[src/rtl/fp_lsu_pkg.sv]
// fp_lsu shared definitions: FSM encoding and the word byte-enable.
// Imported by fp_lsu.
package fp_lsu_pkg;

  typedef enum logic [1:0] {
    IDLE = 2'd0,
    REQ  = 2'd1,
    WAIT = 2'd2,
    DONE = 2'd3
  } state_e;

  localparam logic [3:0] BE_WORD = 4'hF;

endpackage

[src/rtl/fp_lsu.sv]
// FLW/FSW memory-side LSU: one word transaction in flight, stalls the core.
// FP_LSU_TIMEOUT_EN adds a REQ/WAIT watchdog of TIMEOUT_CYCLES cycles.
module fp_lsu
  import fp_lsu_pkg::*;
#(
  parameter int unsigned AW             = 32,
  parameter int unsigned TIMEOUT_CYCLES = 64
) (
  input  logic          clk,
  input  logic          rst_n,
  input  logic          req_valid,
  output logic          req_ready,
  input  logic          req_store,
  input  logic [AW-1:0] req_addr,
  input  logic [31:0]   req_wdata,
  input  logic [4:0]    req_rd,
  output logic          stall,
  output logic          mem_req,
  input  logic          mem_gnt,
  output logic          mem_we,
  output logic [AW-1:0] mem_addr,
  output logic [31:0]   mem_wdata,
  output logic [3:0]    mem_be,
  input  logic          mem_rvalid,
  input  logic [31:0]   mem_rdata,
  output logic          fp_we,
  output logic [31:0]   fp_wd,
  output logic [4:0]    fp_rd,
  output logic          lsu_err
);

  state_e        state_q, state_d;
  logic          store_q, store_d;
  logic [AW-1:0] addr_q, addr_d;
  logic [31:0]   wdata_q, wdata_d;
  logic [31:0]   fp_wd_q, fp_wd_d;
  logic [4:0]    rd_q, rd_d;
  logic          err_q, err_d;
  logic          aligned;
  logic          busy;
  logic          accept;
  logic          to_hit;

  assign aligned = (req_addr[1:0] == 2'b00);
  assign busy    = (state_q == REQ) || (state_q == WAIT);
  assign accept  = (state_q == IDLE) && req_valid && aligned;

`ifdef FP_LSU_TIMEOUT_EN
  localparam int unsigned CW = $clog2(TIMEOUT_CYCLES + 1);

  logic [CW-1:0] cnt_q, cnt_d;

  always_comb begin
    cnt_d = cnt_q;
    if (accept)
      cnt_d = '0;
    else if (busy)
      cnt_d = cnt_q + 1'b1;
  end

  // Fires on the last allowed busy cycle, so REQ+WAIT lasts TIMEOUT_CYCLES
  assign to_hit = busy && (cnt_q == CW'(TIMEOUT_CYCLES - 1));

  always_ff @(posedge clk or negedge rst_n) begin
    if (!rst_n)
      cnt_q <= '0;
    else
      cnt_q <= cnt_d;
  end
`else
  assign to_hit = 1'b0;
`endif

  always_comb begin
    state_d = state_q;
    store_d = store_q;
    addr_d  = addr_q;
    wdata_d = wdata_q;
    rd_d    = rd_q;
    fp_wd_d = fp_wd_q;
    err_d   = 1'b0;
    unique case (state_q)
      IDLE: begin
        if (req_valid && aligned) begin
          store_d = req_store;
          addr_d  = {req_addr[AW-1:2], 2'b00};
          wdata_d = req_wdata;
          rd_d    = req_rd;
          state_d = REQ;
        end else if (req_valid) begin
          err_d = 1'b1;
        end
      end
      REQ: begin
        if (mem_gnt) begin
          state_d = WAIT;
        end else if (to_hit) begin
          state_d = IDLE;
          err_d   = 1'b1;
        end
      end
      WAIT: begin
        if (mem_rvalid) begin
          state_d = DONE;
          if (!store_q)
            fp_wd_d = mem_rdata;
        end else if (to_hit) begin
          state_d = IDLE;
          err_d   = 1'b1;
        end
      end
      DONE: state_d = IDLE;
      default: state_d = IDLE;
    endcase
  end

  always_ff @(posedge clk or negedge rst_n) begin
    if (!rst_n) begin
      state_q <= IDLE;
      store_q <= 1'b0;
      addr_q  <= '0;
      wdata_q <= '0;
      rd_q    <= '0;
      fp_wd_q <= '0;
      err_q   <= 1'b0;
    end else begin
      state_q <= state_d;
      store_q <= store_d;
      addr_q  <= addr_d;
      wdata_q <= wdata_d;
      rd_q    <= rd_d;
      fp_wd_q <= fp_wd_d;
      err_q   <= err_d;
    end
  end

  assign req_ready = (state_q == IDLE);
  assign stall     = busy || accept;
  assign mem_req   = (state_q == REQ);
  assign mem_we    = (state_q == REQ) && store_q;
  assign mem_addr  = addr_q;
  assign mem_wdata = wdata_q;
  assign mem_be    = BE_WORD;
  assign fp_we     = (state_q == DONE) && !store_q;
  assign fp_wd     = fp_wd_q;
  assign fp_rd     = rd_q;
  assign lsu_err   = err_q;

endmodule

[config.mk]
export PLATFORM = sky130hd
export DESIGN_NAME = fp_lsu
export DESIGN_NICKNAME = d
export VERILOG_FILES = /design/src/rtl/fp_lsu_pkg.sv /design/src/rtl/fp_lsu.sv
export SDC_FILE = /design/constraint.sdc
export NUM_CORES = 1
export LEC_CHECK = 0
export CAP_MARGIN = 25
export CORE_MARGIN = 1.5
export CORE_UTILIZATION = 50
export CTS_BUF_LIST = sky130_fd_sc_hd__clkbuf_2 sky130_fd_sc_hd__clkbuf_4 sky130_fd_sc_hd__clkbuf_8
export DETAILED_ROUTE_END_ITERATION = 6
export DONT_BUFFER_PORTS = 1
export GPL_ROUTABILITY_DRIVEN = 0
export SLEW_MARGIN = 15
export SYNTH_ARGS = -nofsm -noshare
export SYNTH_HDL_FRONTEND = slang
export SYNTH_SLANG_ARGS = --single-unit
[constraint.sdc]
create_clock -name clk -period 4.18 [get_ports clk]
set_input_delay 0.836 -clock clk [delete_from_list [all_inputs] [get_ports clk]]
set_output_delay 0.836 -clock clk [all_outputs]
set_load 0.005 [all_outputs]
==> metrics.yaml <==
status:
  status: "completed"
cells_and_area:
  antenna-diode-count: 0
  utilization: 0.546
  drive_gt1_frac: 0.482
  nets: 357
  syn_to_final_growth_pct: 6.17
clocking:
  cts_tree: "yes"
  postCtsSetupBuffers: 0
  clock_sinks: 103
  clkTransAtPathRegs_ns: 0.09
  cts_resized: 0
  cts_max_path_buffers: 2
  cts_hold_buf: 0
  htreeDepth: 3
  clock-root-buffer: "clkbuf_8"
  clock_latency_ns: 0.34
  numCtsBuffers: 9
sta:
  fin_skew_ns: 0.00934
  worst_slew_pin_slew_ns: 0.565
  slew_viol_final: 0
  max_freq_ghz: 0.341
  finalSetupViolations: 0
  rsz0062_at_grt: "no"
  period_minus_slack_ns: 2.94
  relSlewSlack: 0.623
  finalHoldViolCount: 0
  tns_ns: 0
  period_share: 0.702
setup_path:
  crit_path_cell_trace: "inv_1 -> ha_1 -> nand2_1 -> nor3_4 -> buf_4 -> or2_2"
  start_kind: "flip-flop"
  worst-path-max-fanout: 47
  slowest_delay_ns: 0.49
  arrival_ns: 2.10
  crit_path_end_kind: "primary output"
  worst-setup-path-type: "flip-flop to primary output"
  cp_data_required_time_ns: 3.34
  cp_slowest_cell: "buf_4"
grt:
  grt_start_max_net_pins: 104
  grt_pass1_wl_mm: 10.9
  gr-total-overflow: 0
  grt_pass1_vias: 2092
  antenna_found_initial: 0
  track_usage: 0.171
die:
  core_sq_um: 7730
  die_h_microns: 92.2
  num_io_pins: 218
  die_area_sq_um: 8500
  initial_core_util: 0.515
  die-width_microns: 92.2
  rows: 32
detailed_routing:
  antenna_violating_nets_post_route: 0
  num_vias: 1928
  drtPass1Iterations: 4
  drtIter0Drc: 55
  routed_via_density: 5.49
  post-route-drc-count: 0
  routedWlPerCell_microns: 20.4
  routed_wl_mm: 7.17
power:
  ir_drop_uv: 268
  cellPowerDensity_nw_per_um2: 738
  leakage_uw: 0.00186
run:
  drv_cap: 0
synth:
  syn_area_per_cell_sq_um: 16.4
  synth-seq-cells: 103
  yosysSeqAreaShare: 0.648
  yosysUniqueCellTypes: 18
  yosysWarningCount: 0
  syn_area_sq_um: 3980
  synthCells: 243
hold_path:
  hp-class: "primary input to asynchronous set/reset pin"
place:
  dp.final_hpwl_mm: 5.28
  io_buffers: 0
per-layer routing:
| metal | vias to the layer above | GRT usage | wire length (microns) |
|---|---|---|---|
| li1 | 829 | - | - |
| met2 | 129 | 0.290 | 3790 |
| met4 | 0 | 0.0756 | 106 |
| met3 | 8 | 0.0663 | 681 |
| met1 | 962 | 0.190 | 2600 |
| met5 | - | 0 | 0 |
through the flow:
stage	setup WS (ns)	std cells	instance area [sq um]	hold WS [ns]	total power, uW
final	1.24	351	4220	0.177	3120
after global routing	1.02	351	4220	0.129	3330
after CTS	1.18	351	4220	0.151	3170
after detailed placement	1.55	336	4050	0.519	2630
after global placement	1.60	336	4050	0.522	2570
after floorplan	1.70	247	3990	0.504	2400
flip-flops by register name, summed over array words and instances, names as in the netlist:
name	count
lsu_err	1
fp_rd	5
fp_wd	32
store_q	1
mem_wdata	32
mem_addr	30
state_q	2
cell type report:
class | instances | area, sq um
multi-input combinational | 124 | 1310
sequential | 103 | 2580
clock inverter | 4 | 32.5
timing repair buffer | 3 | 22.5
fill | 624 | 3500
tap | 102 | 128
clock buffer | 11 | 139
inverter | 4 | 15.0
worst max-delay path, delay by kind of cell, from the launching register on:
family | cells | cell delay [ns]
and+or+nand+nor | 3 | 0.48
buffers and inverters | 2 | 0.63
DFF | 1 | 0.41
adders and majority gates | 1 | 0.24
power by group:
group	leakage (uW)	switching, uW	internal [uW]
Clock	0.0000829	308	230
Combinational	0.000540	241	456
Sequential	0.00124	386	1500
worst paths after layout:
path                       startpoint       endpoint  slack, ns  cells after the start
min                             rst_n  mem_wdata[15]       0.18                      0
max                        state_q[0]          stall       1.24                      6
max in group asynchronous       rst_n      fp_wd[20]       3.80                      0
min in group clk            fp_wd[20]      fp_wd[20]       0.54                      1
min reg2reg                 fp_wd[20]      fp_wd[20]       0.54                      1
max reg2reg                state_q[0]    mem_addr[7]       2.09                      6
cell usage after synthesis:
| master | n | area (sq um) |
|---|---|---|
| conb_1 | 2 | 7.51 |
| buf_2 | 9 | 45.0 |
| or3b_1 | 1 | 8.76 |
| or2_2 | 1 | 6.26 |
| nor3_2 | 1 | 10.0 |
| nand2_1 | 1 | 3.75 |
| inv_1 | 4 | 15.0 |
| ha_1 | 5 | 62.6 |
| mux2_1 | 1 | 11.3 |
| mux2i_1 | 1 | 10.0 |
| buf_4 | 7 | 52.6 |
| and2_1 | 1 | 6.26 |
| mux2_2 | 100 | 1130 |
| a222oi_1 | 1 | 10.0 |
| dfrtp_1 | 103 | 2580 |
| nor2_1 | 3 | 11.3 |
| nor2b_1 | 1 | 6.26 |
| nand3b_1 | 1 | 7.51 |
placed cells by master (no fill, tap or decap), drive strengths merged:
| cell | n |
|---|---|
| or3b | 1 |
| dfrtp | 103 |
| mux2 | 101 |
| inv | 5 |
| clkinv | 1 |
| nor2b | 1 |
| nor3 | 1 |
| clkbuf | 11 |
| buf | 3 |
| nand3b | 1 |
| conb | 6 |
| nand2 | 1 |
| a222oi | 1 |
| and2 | 1 |
| nor2 | 3 |
| clkinvlp | 2 |
| ha | 5 |
| mux2i | 1 |
| or2 | 1 |
cells by family (layout without fill, tap and decap cells):
family                     count (synthesis)  count (layout)  synth area share
and+or+nand+nor                           10              10            0.0151
AOI/OAI and AO/OA                          1               1           0.00252
buffers and inverters                     20              22            0.0283
adders and majority gates                  5               5            0.0157
DFF                                      103             103             0.648
other                                      2               6           0.00189
muxes                                    102             102             0.288
Note: power is estimated with default switching activity, not from simulation.
